--- config.mk ---
export PLATFORM = sky130hd
export DESIGN_NAME = fir_requant_decim
export DESIGN_NICKNAME = d
export VERILOG_FILES = /design/src/rtl/fir_pkg.sv /design/src/rtl/fir_out_fifo.sv /design/src/rtl/fir_requant_decim.sv
export SDC_FILE = /design/constraint.sdc
export NUM_CORES = 1
export LEC_CHECK = 0
export CORE_MARGIN = 10
export CORE_UTILIZATION = 35
export DETAILED_ROUTE_END_ITERATION = 10
export HOLD_SLACK_MARGIN = 0.06
export PLACE_DENSITY = 0.56
export SLEW_MARGIN = 0
export SYNTH_ARGS = -nofsm -noshare
export SYNTH_HDL_FRONTEND = slang
export SYNTH_SLANG_ARGS = --single-unit
--- constraint.sdc ---
create_clock -name clk -period 2.2 [get_ports clk]
set_input_delay 0.66 -clock clk [delete_from_list [all_inputs] [get_ports clk]]
set_output_delay 0.66 -clock clk [all_outputs]
set_load 0.005 [all_outputs]
--- src/rtl/fir_pkg.sv ---
// Shared constants and types for the FIR filter and its output requantisation stage.
package fir_pkg;

    localparam int FIR_IN_W      = 40;
    localparam int FIR_OUT_W     = 16;
    localparam int FIR_COEF_FRAC = 15;

    typedef logic signed [FIR_IN_W-1:0]  fir_acc_t;
    typedef logic signed [FIR_OUT_W-1:0] fir_sample_t;

endpackage

--- src/rtl/fir_out_fifo.sv ---
// First-word-fall-through synchronous FIFO; a push while full is accepted only alongside a pop.
module fir_out_fifo #(
    parameter int W     = 16,
    parameter int DEPTH = 4
) (
    input  logic         clk,
    input  logic         rst_n,
    input  logic         push,
    input  logic         pop,
    input  logic [W-1:0] din,
    output logic [W-1:0] dout,
    output logic         full,
    output logic         empty
);

    localparam int AW = $clog2(DEPTH);

    logic [W-1:0]  mem [DEPTH];
    logic [AW-1:0] wr_ptr;
    logic [AW-1:0] rd_ptr;
    logic [AW:0]   count;
    logic          wr_en;
    logic          rd_en;

    assign full  = (count == (AW+1)'(DEPTH));
    assign empty = (count == '0);
    assign wr_en = push && (!full || pop);
    assign rd_en = pop && !empty;
    assign dout  = mem[rd_ptr];

    // Storage is cleared on reset so the output reads zero out of reset.
    always_ff @(posedge clk or negedge rst_n) begin
        if (!rst_n) begin
            wr_ptr <= '0;
            rd_ptr <= '0;
            count  <= '0;
            for (int i = 0; i < DEPTH; i++) begin
                mem[i] <= '0;
            end
        end else begin
            if (wr_en) begin
                mem[wr_ptr] <= din;
                wr_ptr      <= wr_ptr + 1'b1;
            end
            if (rd_en) begin
                rd_ptr <= rd_ptr + 1'b1;
            end
            case ({wr_en, rd_en})
                2'b10:   count <= count + 1'b1;
                2'b01:   count <= count - 1'b1;
                default: count <= count;
            endcase
        end
    end

endmodule

--- src/rtl/fir_requant_decim.sv ---
// Round, saturate and decimate the FIR accumulator into a buffered 16-bit sample stream.
// Optional saturation counter enabled by defining FIR_REQUANT_STATS_EN.
module fir_requant_decim
    import fir_pkg::*;
#(
    parameter int IN_W  = FIR_IN_W,
    parameter int OUT_W = FIR_OUT_W,
    parameter int SHIFT = FIR_COEF_FRAC,
    parameter int DECIM = 1,
    parameter int DEPTH = 4
) (
    input  logic                    clk,
    input  logic                    rst_n,
    input  logic signed [IN_W-1:0]  in_sample,
    input  logic                    in_valid,
    output logic signed [OUT_W-1:0] out_data,
    output logic                    out_valid,
    input  logic                    out_ready,
    output logic                    sat_flag,
    output logic                    ovf_flag,
    input  logic                    clr_flags,
    output logic [15:0]             sat_count
);

    localparam int PH_W = (DECIM > 1) ? $clog2(DECIM) : 1;

    localparam logic signed [IN_W:0] RND    = (IN_W+1)'(1) << (SHIFT - 1);
    localparam logic signed [IN_W:0] SAT_HI = (IN_W+1)'((1 << (OUT_W - 1)) - 1);
    localparam logic signed [IN_W:0] SAT_LO = ~SAT_HI;

    localparam logic [OUT_W-1:0] OUT_MAX = {1'b0, {(OUT_W-1){1'b1}}};
    localparam logic [OUT_W-1:0] OUT_MIN = {1'b1, {(OUT_W-1){1'b0}}};

    logic signed [IN_W:0] in_ext;
    logic signed [IN_W:0] rnd_sum;
    logic signed [IN_W:0] r_data;
    logic                 r_valid;
    logic [PH_W-1:0]      ph;
    logic [OUT_W-1:0]     s_data;
    logic                 s_valid;
    logic                 s_sat;
    logic                 fifo_full;
    logic                 fifo_empty;
    logic                 pop;
    logic                 sat_evt;
    logic                 ovf_evt;
    logic [OUT_W-1:0]     fifo_dout;

    // One guard bit keeps the rounding add from wrapping at the top of the range.
    assign in_ext  = {in_sample[IN_W-1], in_sample};
    assign rnd_sum = in_ext + RND;

    always_ff @(posedge clk or negedge rst_n) begin
        if (!rst_n) begin
            r_data  <= '0;
            r_valid <= 1'b0;
        end else begin
            r_data  <= rnd_sum >>> SHIFT;
            r_valid <= in_valid;
        end
    end

    always_ff @(posedge clk or negedge rst_n) begin
        if (!rst_n) begin
            ph      <= '0;
            s_data  <= '0;
            s_valid <= 1'b0;
            s_sat   <= 1'b0;
        end else begin
            s_valid <= r_valid && (ph == '0);
            if (r_data > SAT_HI) begin
                s_data <= OUT_MAX;
                s_sat  <= 1'b1;
            end else if (r_data < SAT_LO) begin
                s_data <= OUT_MIN;
                s_sat  <= 1'b1;
            end else begin
                s_data <= r_data[OUT_W-1:0];
                s_sat  <= 1'b0;
            end
            if (r_valid) begin
                ph <= (ph == PH_W'(DECIM - 1)) ? '0 : ph + 1'b1;
            end
        end
    end

    assign out_valid = !fifo_empty;
    assign out_data  = fifo_dout;
    assign pop       = out_valid && out_ready;
    assign sat_evt   = s_valid && s_sat;
    assign ovf_evt   = s_valid && fifo_full && !pop;

    fir_out_fifo #(
        .W     (OUT_W),
        .DEPTH (DEPTH)
    ) u_fifo (
        .clk   (clk),
        .rst_n (rst_n),
        .push  (s_valid),
        .pop   (pop),
        .din   (s_data),
        .dout  (fifo_dout),
        .full  (fifo_full),
        .empty (fifo_empty)
    );

    // A set event in the same cycle as clr_flags leaves the flag set.
    always_ff @(posedge clk or negedge rst_n) begin
        if (!rst_n) begin
            sat_flag <= 1'b0;
            ovf_flag <= 1'b0;
        end else begin
            if (sat_evt) begin
                sat_flag <= 1'b1;
            end else if (clr_flags) begin
                sat_flag <= 1'b0;
            end
            if (ovf_evt) begin
                ovf_flag <= 1'b1;
            end else if (clr_flags) begin
                ovf_flag <= 1'b0;
            end
        end
    end

`ifdef FIR_REQUANT_STATS_EN
    always_ff @(posedge clk or negedge rst_n) begin
        if (!rst_n) begin
            sat_count <= '0;
        end else if (sat_evt) begin
            if (sat_count != 16'hFFFF) begin
                sat_count <= sat_count + 1'b1;
            end
        end else if (clr_flags) begin
            sat_count <= '0;
        end
    end
`else
    assign sat_count = '0;
`endif

endmodule

==> metrics list <==
- Port buffering added between 40 and 50 buffers.
- Chip Width: between 100 and 150 µm
* Area enclosed by the die boundary: roughly 20,000 µm²
- Count of nets after finishing: 528
* CTS tree: built
* IO Pins: 80
- Final hold analysis gives a worst-case slack of about 0.15 ns.
- Synthesized cell area: 5160 µm²
- Summing over every cut layer, the via total after detailed routing is a little over 3,000.
* Final core utilization: around 48%
- STA puts the critical path data required time at ~1.5 ns.
- Sequential cell area fraction in the yosys report: 57.2%
- Placer congestion estimate: approximately 0.73
- The first global-routing pass estimated 17,900 µm of wire.
- Setup repair after global routing missed its margin: true
- The average instance in the mapped netlist occupies 14.3 µm².
- Average wire length per cell after detail routing: about 15 µm
- The floorplan step set the die height to between 100 and 150 µm.
- The signal on the critical path passes through buf_12 > buf_6 > mux4_2 > buf_6.
* Main area contributors after synthesis: sky130_fd_sc_hd__dfrtp_1 57%, sky130_fd_sc_hd__mux2_2 14%, sky130_fd_sc_hd__mux4_2 7.0%
* Crit path time final: 2.46 ns
- Counting tap cells, the placed design contains a total of 629 instances.
- In this run the worst path has a maximum fanout of 4.
* Wl on met1: about 4900 µm
* Final Hold Viols: 0
* Area of the core region: between 10,000 and 15,000 µm²
- The cell count after synthesis came out at 360.
* Number of flops mapped to enable cells by yosys: 0
- Kind of critical path: reg -> out
* Power per standard cell area: between 1000 and 1500 nW/µm²
* Via-per-instance ratio: ~4.6
- Hold-fix buffers, CTS: 0
- Once layout is done, the placed cells without fillers occupy 6960 µm².
- The share of synthesized area in the top cell type comes to between 50% and 60%.
- Post-route ant nets: 0
- Inserted Diodes: 0
* Setup TNS: -3.28 ns
- Violated checks: setup timing
- In the detailed route, the total length drawn on met3 is 399 µm.
- Element type at the critical path start: flip-flop
* Final critical-path share of the clock period: 112%
- Clock Tree Buf Depth: 2
- Clock tree synthesis found a total of between 100 and 150 sinks.
* Data arrival time at the worst-slack endpoint: approximately 1.8 ns
* Warnings, synthesis: 0
* Detailed Routing Iterations Pass 1: 4
- DRC violation total after the first TritonRoute iteration: 80
- The floorplan has 44 rows.
- Wire segments on met2 add up to between 4000 and 5000 µm in the final route.
* DRC violation count after routing: 0
- Final total power: ~9 mW
- Maximum number of pins on one net before global-route repair: 34
* Total count of max-transition violations in the final report: 0
- The largest single stage delay on the critical path is about 0.54 ns.
* Top FF cell, synth: sky130_fd_sc_hd__dfrtp_1
* Final worst-path setup slack: -0.255 ns
- The placed instances occupy a cell area of around 6200 µm².
- Number of filler instances in the final layout: 1,292
- Achievable clock frequency: 407 MHz
* Effective utilization at floorplan: 35.7%
- Cell with the most instances on the worst path: sky130_fd_sc_hd__buf_6
- The cell sitting at the root of the clock tree is a sky130_fd_sc_hd__clkbuf_16.
* Final setup violating endpoints: 16
- Routed signal wires occupy layers up through met4.
- Fraction of final layout cells with drive strength greater than 1: around two fifths
- Setup skew after layout: 0.00797 ns
* Global route overflow: 0
- Cell with the largest stage delay on the worst path: sky130_fd_sc_hd__mux4_2
- Before CTS, the worst setup slack after placement is -0.375 ns.
- Fraction of registers with async set or reset after synthesis: 100%
- Clk Latency, worst-skew pair: approximately 0.4 ns
- After clock tree synthesis, the clock-pin slew on the worst setup and hold paths is 0.05 ns.
* Global Route Usage Sum: 11.2%
- In this run, synthesis produced a sequential element count of around 120.
- Synthesis-to-finish area growth: 34.8%
- sky130_fd_sc_hd__dfrtp_1 takes more of the synthesized area than any other cell.
* Largest voltage drop on the vdd net: between 0.6 and 0.7 mV
- Initial antenna violation count: 0
- CP endpoint kind: output pin
* Lkg Pwr: roughly 3.2 nW
- Detailed-placement wirelength estimate: 7300 µm
* Final non-filler cell total: around 670
- Synthesis instantiated 37 different standard cells from the library.
- The run finished, with violations left.
* Number of levels the H-tree was split into: 4
- Worst min-delay path category: in -> async
* Post-detailed-routing wire length: between 10,000 and 15,000 µm
- The number of clock buffers added by TritonCTS is 17.
* Max Cap Viol: 0
* Via count of the first global-routing pass: around 3,500
[registers in the layout (all words and copies together) (netlist names)]
register and count:
u_fifo.mem 64, r_data 26, s_data 16, u_fifo.count 3, u_fifo.rd_ptr 2, u_fifo.wr_ptr 2
ovf_flag 1, r_valid 1, s_sat 1, s_valid 1, sat_flag 1
[cell usage in the layout, fill, tap and decap left out, drive strengths merged, types with 2 or more instances in the layout]
cell type | netlist | final
and2b | 2 | 2
and3 | 3 | 3
buf | 25 | 78
bufinv | 0 | 3
clkbuf | 4 | 23
clkdlybuf4s50 | 0 | 30
clkinv | 0 | 2
clkinvlp | 0 | 4
conb | 1 | 16
dfrtp | 118 | 118
ha | 6 | 6
inv | 13 | 14
mux2 | 64 | 64
mux4 | 16 | 16
nand2 | 15 | 15
nand3 | 10 | 10
nand4 | 5 | 5
nor2 | 8 | 8
nor3 | 5 | 5
nor4 | 4 | 4
o21a | 15 | 15
o21ai | 3 | 3
or3 | 3 | 3
xnor2 | 15 | 15
xor2 | 15 | 15
[synth_stat cells (4+ instances only)]
cell type,instances
sky130_fd_sc_hd__buf_4,20
sky130_fd_sc_hd__clkbuf_1,4
sky130_fd_sc_hd__dfrtp_1,118
sky130_fd_sc_hd__ha_1,6
sky130_fd_sc_hd__inv_1,13
sky130_fd_sc_hd__mux2_2,64
sky130_fd_sc_hd__mux4_2,16
sky130_fd_sc_hd__nand2_1,11
sky130_fd_sc_hd__nand3_1,10
sky130_fd_sc_hd__nand4_1,5
sky130_fd_sc_hd__nor2_1,8
sky130_fd_sc_hd__nor3_1,5
sky130_fd_sc_hd__o21a_1,15
sky130_fd_sc_hd__xnor2_1,15
sky130_fd_sc_hd__xor2_1,15
[final timing paths]
path / startpoint / to / slack, ns / cells after the start
setup / recovery: u_fifo.rd_ptr[0]$_DFFE_PN0P_ / out_data[15] / -0.26 / 4
max in group asynchronous: rst_n / u_fifo.mem[39]$_DFFE_PN0P_ / 1.47 / 2
setup reg to reg: u_fifo.count[0]$_DFFE_PN0P_ / u_fifo.count[2]$_DFFE_PN0P_ / 0.27 / 10
hold reg to reg: r_valid$_DFF_PN0_ / s_valid$_DFF_PN0_ / 0.35 / 0
hold / removal: rst_n / u_fifo.mem[40]$_DFFE_PN0P_ / 0.15 / 1
min in group clk: r_valid$_DFF_PN0_ / s_valid$_DFF_PN0_ / 0.35 / 0
[routing by layer]
layer	GRT usage (%)	up-vias
li1	-	1462
met1	13.9	1520
met2	17.6	70
met3	3.30	19
met4	5.43	0
met5	0	-
[power by group]
part           leakage [nW]  switching, mW  internal (mW)  total (mW)
Combinational          1.43           1.12           1.93        3.05
Sequential             1.43          0.359           2.86        3.22
Clock                 0.301          0.938           1.93        2.87
Total                  3.16           2.41           6.73        9.14
[cell type report]
cell class | count | area (µm²) | share of cell area (%)
sequential | 118 | 2950 | 42.4
multi-input combinational | 215 | 2040 | 29.2
timing repair buffer | 111 | 1060 | 15.2
clock buffer | 22 | 494 | 7.10
tap | 184 | 230 | 3.31
clock inverter | 10 | 143 | 2.05
inverter | 13 | 48.8 | 0.701
[worst max-delay path, delay by kind of cell, from the launching register on]
family / cells / cell delay (ns)
mux: 1 / 0.54
flops: 1 / 0.46
buf+inv: 3 / 0.39
[cell families after synthesis]
| group | synth area share (%) |
|---|---|
| and+or+nand+nor | 6.88 |
| AOI/OAI and AO/OA | 2.93 |
| DFF | 57.2 |
| buffers and inverters | 4.87 |
| xor gates and xnor gates | 5.09 |
| other | 0.0726 |
| muxes | 21.1 |
| adders and majority gates | 1.84 |
[timing repair]
action	CTS	global route
cloned	1	0
pin swaps	0	2
endpoints found under the setup margin	17	17
setup buffers	11	1
resized for setup	78	6
hold endpoints to repair	0	0
(Power assumes the default switching activity.)
